$ cat src/rtl/mips_pkg.sv
// rtl/mips_pkg.sv - shared types and constants for the multicycle MIPS core
package mips_pkg;

    localparam int MD_WIDTH = 32;
    localparam int MD_CNT_W = $clog2(MD_WIDTH);

    typedef enum logic [1:0] {
        MD_MULT  = 2'b00,
        MD_MULTU = 2'b01,
        MD_DIV   = 2'b10,
        MD_DIVU  = 2'b11
    } muldiv_op_t;

    typedef enum logic [1:0] {
        MD_IDLE = 2'b00,
        MD_RUN  = 2'b01,
        MD_FIX  = 2'b10,
        MD_DONE = 2'b11
    } muldiv_state_t;

endpackage

$ cat src/rtl/muldiv_step.sv
// rtl/muldiv_step.sv - one combinational shift-add multiply or restoring divide iteration
module muldiv_step #(
    parameter int WIDTH = 32
) (
    input  logic                 is_div_i,
    input  logic [2*WIDTH-1:0]   acc_i,
    input  logic [WIDTH-1:0]     opnd_i,
    output logic [2*WIDTH-1:0]   acc_o
);

    logic [WIDTH:0]       mul_sum;
    logic [2*WIDTH-1:0]   div_shift;
    logic [WIDTH:0]       div_trial;

    assign mul_sum   = {1'b0, acc_i[2*WIDTH-1:WIDTH]} + (acc_i[0] ? {1'b0, opnd_i} : '0);
    assign div_shift = {acc_i[2*WIDTH-2:0], 1'b0};
    // Bit shifted out of the remainder is kept as the trial's top bit.
    assign div_trial = {acc_i[2*WIDTH-1], div_shift[2*WIDTH-1:WIDTH]} - {1'b0, opnd_i};

    always_comb begin
        acc_o = {mul_sum, acc_i[WIDTH-1:1]};
        if (is_div_i) begin
            if (!div_trial[WIDTH]) begin
                acc_o = {div_trial[WIDTH-1:0], div_shift[WIDTH-1:1], 1'b1};
            end else begin
                acc_o = div_shift;
            end
        end
    end

endmodule

$ cat src/rtl/muldiv_sequencer.sv
// rtl/muldiv_sequencer.sv - multicycle MULT/MULTU/DIV/DIVU engine with HI/LO registers
module muldiv_sequencer
    import mips_pkg::*;
#(
    parameter int WIDTH = MD_WIDTH
) (
    input  logic              Clk,
    input  logic              Reset,
    input  logic              Start,
    input  logic [1:0]        Op,
    input  logic [WIDTH-1:0]  A,
    input  logic [WIDTH-1:0]  B,
    input  logic              WrHi,
    input  logic              WrLo,
    input  logic [WIDTH-1:0]  WrData,
    output logic              Busy,
    output logic              Done,
    output logic              DivZero,
    output logic [WIDTH-1:0]  Hi,
    output logic [WIDTH-1:0]  Lo
);

    muldiv_state_t         state_q, state_d;
    logic [MD_CNT_W-1:0]   cnt_q, cnt_d;
    logic [2*WIDTH-1:0]    acc_q, acc_d;
    logic [WIDTH-1:0]      opnd_q, opnd_d;
    logic [WIDTH-1:0]      hi_q, hi_d;
    logic [WIDTH-1:0]      lo_q, lo_d;
    logic                  is_div_q, is_div_d;
    logic                  neg_res_q, neg_res_d;
    logic                  neg_rem_q, neg_rem_d;
    logic                  dz_q, dz_d;

    muldiv_op_t            op;
    logic                  op_signed, op_div;
    logic                  a_neg, b_neg;
    logic [WIDTH-1:0]      a_mag, b_mag;
    logic [2*WIDTH-1:0]    step_acc;
    logic [2*WIDTH-1:0]    prod_neg;

    assign op        = muldiv_op_t'(Op);
    assign op_signed = (op == MD_MULT) || (op == MD_DIV);
    assign op_div    = (op == MD_DIV) || (op == MD_DIVU);
    assign a_neg     = op_signed & A[WIDTH-1];
    assign b_neg     = op_signed & B[WIDTH-1];
    assign a_mag     = a_neg ? (~A + 1'b1) : A;
    assign b_mag     = b_neg ? (~B + 1'b1) : B;
    assign prod_neg  = ~acc_q + 1'b1;

    muldiv_step #(.WIDTH(WIDTH)) u_step (
        .is_div_i (is_div_q),
        .acc_i    (acc_q),
        .opnd_i   (opnd_q),
        .acc_o    (step_acc)
    );

    always_comb begin
        state_d   = state_q;
        cnt_d     = cnt_q;
        acc_d     = acc_q;
        opnd_d    = opnd_q;
        hi_d      = hi_q;
        lo_d      = lo_q;
        is_div_d  = is_div_q;
        neg_res_d = neg_res_q;
        neg_rem_d = neg_rem_q;
        dz_d      = dz_q;
        case (state_q)
            MD_RUN: begin
                acc_d = step_acc;
                cnt_d = cnt_q + MD_CNT_W'(1);
                if (cnt_q == MD_CNT_W'(WIDTH - 1)) begin
                    state_d = MD_FIX;
                end
            end
            MD_FIX: begin
                if (is_div_q) begin
                    lo_d = neg_res_q ? ~acc_q[WIDTH-1:0] + 1'b1 : acc_q[WIDTH-1:0];
                    hi_d = neg_rem_q ? ~acc_q[2*WIDTH-1:WIDTH] + 1'b1 : acc_q[2*WIDTH-1:WIDTH];
                end else begin
                    {hi_d, lo_d} = neg_res_q ? prod_neg : acc_q;
                end
                state_d = MD_DONE;
            end
            default: begin
                // IDLE and DONE both accept register writes and a new Start.
                if (WrHi) hi_d = WrData;
                if (WrLo) lo_d = WrData;
                state_d = MD_IDLE;
                if (Start) begin
                    is_div_d  = op_div;
                    neg_res_d = a_neg ^ b_neg;
                    neg_rem_d = a_neg;
                    cnt_d     = '0;
                    acc_d     = {{WIDTH{1'b0}}, op_div ? a_mag : b_mag};
                    opnd_d    = op_div ? b_mag : a_mag;
                    dz_d      = op_div && (B == '0);
                    state_d   = (op_div && (B == '0)) ? MD_DONE : MD_RUN;
                end
            end
        endcase
    end

    always_ff @(posedge Clk or negedge Reset) begin
        if (!Reset) begin
            state_q   <= MD_IDLE;
            cnt_q     <= '0;
            acc_q     <= '0;
            opnd_q    <= '0;
            hi_q      <= '0;
            lo_q      <= '0;
            is_div_q  <= 1'b0;
            neg_res_q <= 1'b0;
            neg_rem_q <= 1'b0;
            dz_q      <= 1'b0;
        end else begin
            state_q   <= state_d;
            cnt_q     <= cnt_d;
            acc_q     <= acc_d;
            opnd_q    <= opnd_d;
            hi_q      <= hi_d;
            lo_q      <= lo_d;
            is_div_q  <= is_div_d;
            neg_res_q <= neg_res_d;
            neg_rem_q <= neg_rem_d;
            dz_q      <= dz_d;
        end
    end

    assign Busy    = (state_q == MD_RUN) || (state_q == MD_FIX);
    assign Done    = (state_q == MD_DONE);
    assign DivZero = (state_q == MD_DONE) && dz_q;
    assign Hi      = hi_q;
    assign Lo      = lo_q;

endmodule

$ cat config.mk
export PLATFORM = sky130hd
export DESIGN_NAME = muldiv_sequencer
export DESIGN_NICKNAME = d
export VERILOG_FILES = /design/src/rtl/mips_pkg.sv /design/src/rtl/muldiv_step.sv /design/src/rtl/muldiv_sequencer.sv
export SDC_FILE = /design/constraint.sdc
export NUM_CORES = 1
export LEC_CHECK = 0
export ABC_AREA = 1
export CAP_MARGIN = 5
export CORE_MARGIN = 2
export CORE_UTILIZATION = 43
export DETAILED_ROUTE_END_ITERATION = 6
export GPL_ROUTABILITY_DRIVEN = 0
export PLACE_DENSITY = 0.71
export SYNTH_ARGS = -nofsm -noshare
export SYNTH_HDL_FRONTEND = slang
export SYNTH_HIERARCHICAL = 1
export SYNTH_SLANG_ARGS = --single-unit
$ cat constraint.sdc
create_clock -name Clk -period 2.6 [get_ports Clk]
set_clock_uncertainty 0.15 [all_clocks]
set_input_delay 0.26 -clock Clk [delete_from_list [all_inputs] [get_ports Clk]]
set_output_delay 0.26 -clock Clk [all_outputs]
set_load 0.01 [all_outputs]
==> impl_metrics.ini <==
[sta]
fmax_mhz = 368
tightestPinTransition_ns = 0.844
slew_viol_final = 0
relSlewSlack = 0.437
report.final.hold_viol_count = 0
setup_ws_ns = -0.116
rsz0062_at_grt = true
fin_crit_ns = 2.72
finalCritPeriodShare = 1.04
setup_violations = 25

[routing]
drt_iter0_markers = 3277
drc = 0
via_per_inst = 5.67
wire_per_inst_um = 19.3
first_pass_iters = 6
drt_wl_total_mm = 81.0
num_vias = 23800
ant_nets = 0

[logic_synthesis]
synth_edf_count = 0
async_flop_share = 1.00
postSynthCellCount = 3209
synth_nets = 3387
yosys_warnings = 6
ys_seq_area_frac = 0.229
syn-cell-area_um2 = 18700
synth.distinct_cells = 52
synth.avg_cell_area_um2 = 5.82
synth_area_leader_cell = dfrtp_1
yosys.area.top_type_share = 0.229
yosys_register_bits = 171
ys.flop_type = dfrtp_1
synthTopCellsByArea = dfrtp_1, nand2_1, nand3_1

[placement]
port_buffers = 169
dp.final_hpwl_mm = 63.1

[global_route]
grt_pass1_vias = 21100
grt_use_met3 = 0.0886
grt.busiest_layer = met2
met2_usage = 0.524
grt_overflow_total = 0
grt_max_degree = 70
met1_usage = 0.454
grt_pass1_wl_mm = 120
antenna_found_initial = 0
track_usage = 0.347

[critical_path]
critPathSlowestCell = dfrtp_1
critPathTopFamily = simple AND/OR/NAND/NOR gates
start_kind = register
path_class = reg2reg
crit_buf_inv = 3
cp_common_cell = nand2_1
end_kind = register
critPathMaxStageDelay_ns = 0.39
arrival_ns = 2.96
crit_chain = buf_12 > nand2_1 > inv_1 > ha_4 > a21oi_2 > inv_1 > nor2_1 > nand2_2 > nand2_1 > nand2_2 > nand3b_1 > nand2_1 > nand2_1 > nand3_2 > nand2_1 > nand3_1 > o21ai_2
rrSetupSlack_ns = -0.12
cp_max_fo = 25
worstPathRequired_ns = 2.84

[floorplanning]
start_util = 0.434
dieArea_um2 = 45100
core_um2 = 43000
row_count = 76
io-pin-count = 170
die_w_um = 212
die_h_um = 212

[pwr]
combPwrFrac = 0.763
peakVddDrop_mv = 1.23
p_sw_mw = 19.1
switching_share = 0.545
power.internal_mw = 16.0
leakage_nw = 12.5
powerDensity_nw_per_um2 = 1400
clkPwrFrac = 0.081
p_total_mw = 35.1
pwr-share-seq = 0.156

[finish]
fin_util = 0.582
final_nets = 3786
drive_above_1_share = 0.187
syn_to_final_growth_pct = 34.1
antennaDiodeCount = 0

[clock_network]
clk_latency_ns = 0.47
clkTransAtPathRegs_ns = 0.08
h-tree-depth = 4
cts_tree = built
cts_buffers = 17
clock_sinks = 171
max-clock-path-buffers = 2
cts_root_buf = clkbuf_16

[run_status]
violations = setup timing
run_status = finished, violations left

[worst_hold_path]
hold_path.class = in2async

[run]
maxCapViolCount = 0
## per-layer routing
| metal | share of wire | up-vias |
|---|---|---|
| met5 | 0 | - |
| met4 | 0.063 | 0 |
| met3 | 0.12 | 302 |
| met2 | 0.43 | 1538 |
| met1 | 0.39 | 10800 |
| li1 | - | 11200 |
## cells by family after synthesis
logic type,synth area share
simple gates,0.441
buf+inv,0.111
compound gates,0.147
flops,0.229
fa+ha+maj,0.0511
xor+xnor,0.0206
## cell type report
class / count / area (µm²)
clock buffers: 19 / 453
fillers: 4138 / 17900
multi-input cells: 2513 / 13500
inverters: 419 / 1570
well taps: 585 / 732
repair buffers: 486 / 4280
clock inverters: 13 / 174
flip-flops and latches: 171 / 4290
## flip-flops by register name, summed over array words and instances (netlist names)
signal,flops
opnd_q,32
state_q,2
is_div_q,1
neg_rem_q,1
Lo,32
Hi,32
cnt_q,5
acc_q,64
neg_res_q,1
dz_q,1
## cell usage after synthesis, drive strengths merged, types with 12 or more instances
master and n:
xnor2 13, nand3b 34, nand4 39, o21bai 14, or2 14, buf 44
nand3 396, clkbuf 65, xor2 31, o211ai 14, nand2 979, ha 73
nor2 398, inv 415, nor3 25, a21oi 245, o221ai 12, dfrtp 171
o21ai 179, a31oi 12
## power by group through the flow
stage / Clock [mW] / Sequential (mW) / Combinational [mW]
after floorplan: 0 / 5.18 / 13.8
after detailed placement: 0 / 5.35 / 23.5
after global routing: 2.94 / 5.56 / 28.8
after CTS: 2.84 / 5.34 / 24.5
final: 2.84 / 5.48 / 26.8
after global placement: 0 / 5.33 / 23.3
## cells in the final DEF, fill, tap and decap left out, types with 34 or more instances in the layout
cell / synthesis / final
clkdlybuf4s50_1: 0 / 168
o21ai_1: 12 / 49
inv_1: 405 / 394
nand2_1: 945 / 893
ha_1: 73 / 41
nor2_1: 372 / 343
nand4_1: 39 / 39
buf_4: 5 / 292
o21ai_0: 160 / 115
nor2_2: 14 / 37
nand3_1: 393 / 352
dfrtp_1: 171 / 159
nand3b_1: 34 / 34
nand3_2: 1 / 37
a21oi_1: 240 / 212
nand2_2: 23 / 69
## stage by stage
step                      std cells  setup slack (ns)  TNS (ns)  instance area (µm²)  hold WS (ns)
after floorplan                3209            0.0110         0                18700        -0.186
after global placement         4151            -0.204     -2.47                23000        0.0389
after detailed placement       4151            -0.233     -4.60                23000        0.0392
after CTS                      4194           -0.0257    -0.120                24200         0.114
after global routing           4206            -0.233     -4.90                25000         0.155
final                          4206            -0.116     -1.51                25000         0.112
## final timing paths
check                          start         to  cells after the start
setup / recovery            acc_q[0]  acc_q[58]                     17
hold / removal                 Reset      Hi[2]                      2
setup reg to reg            acc_q[0]  acc_q[58]                     17
hold reg to reg             cnt_q[4]   cnt_q[4]                      2
max in group asynchronous      Reset   cnt_q[2]                      3
min in group Clk           WrData[0]      Hi[0]                      3
## repair_timing
item,CTS,global route
endpoints found under the hold margin,171,0
setup endpoints to repair,33,38
hold buffers,1,0
cloned,3,1
resized for setup,113,197
pin swaps,16,48
setup buffers,7,12
Note: power is estimated with default switching activity, not from simulation.
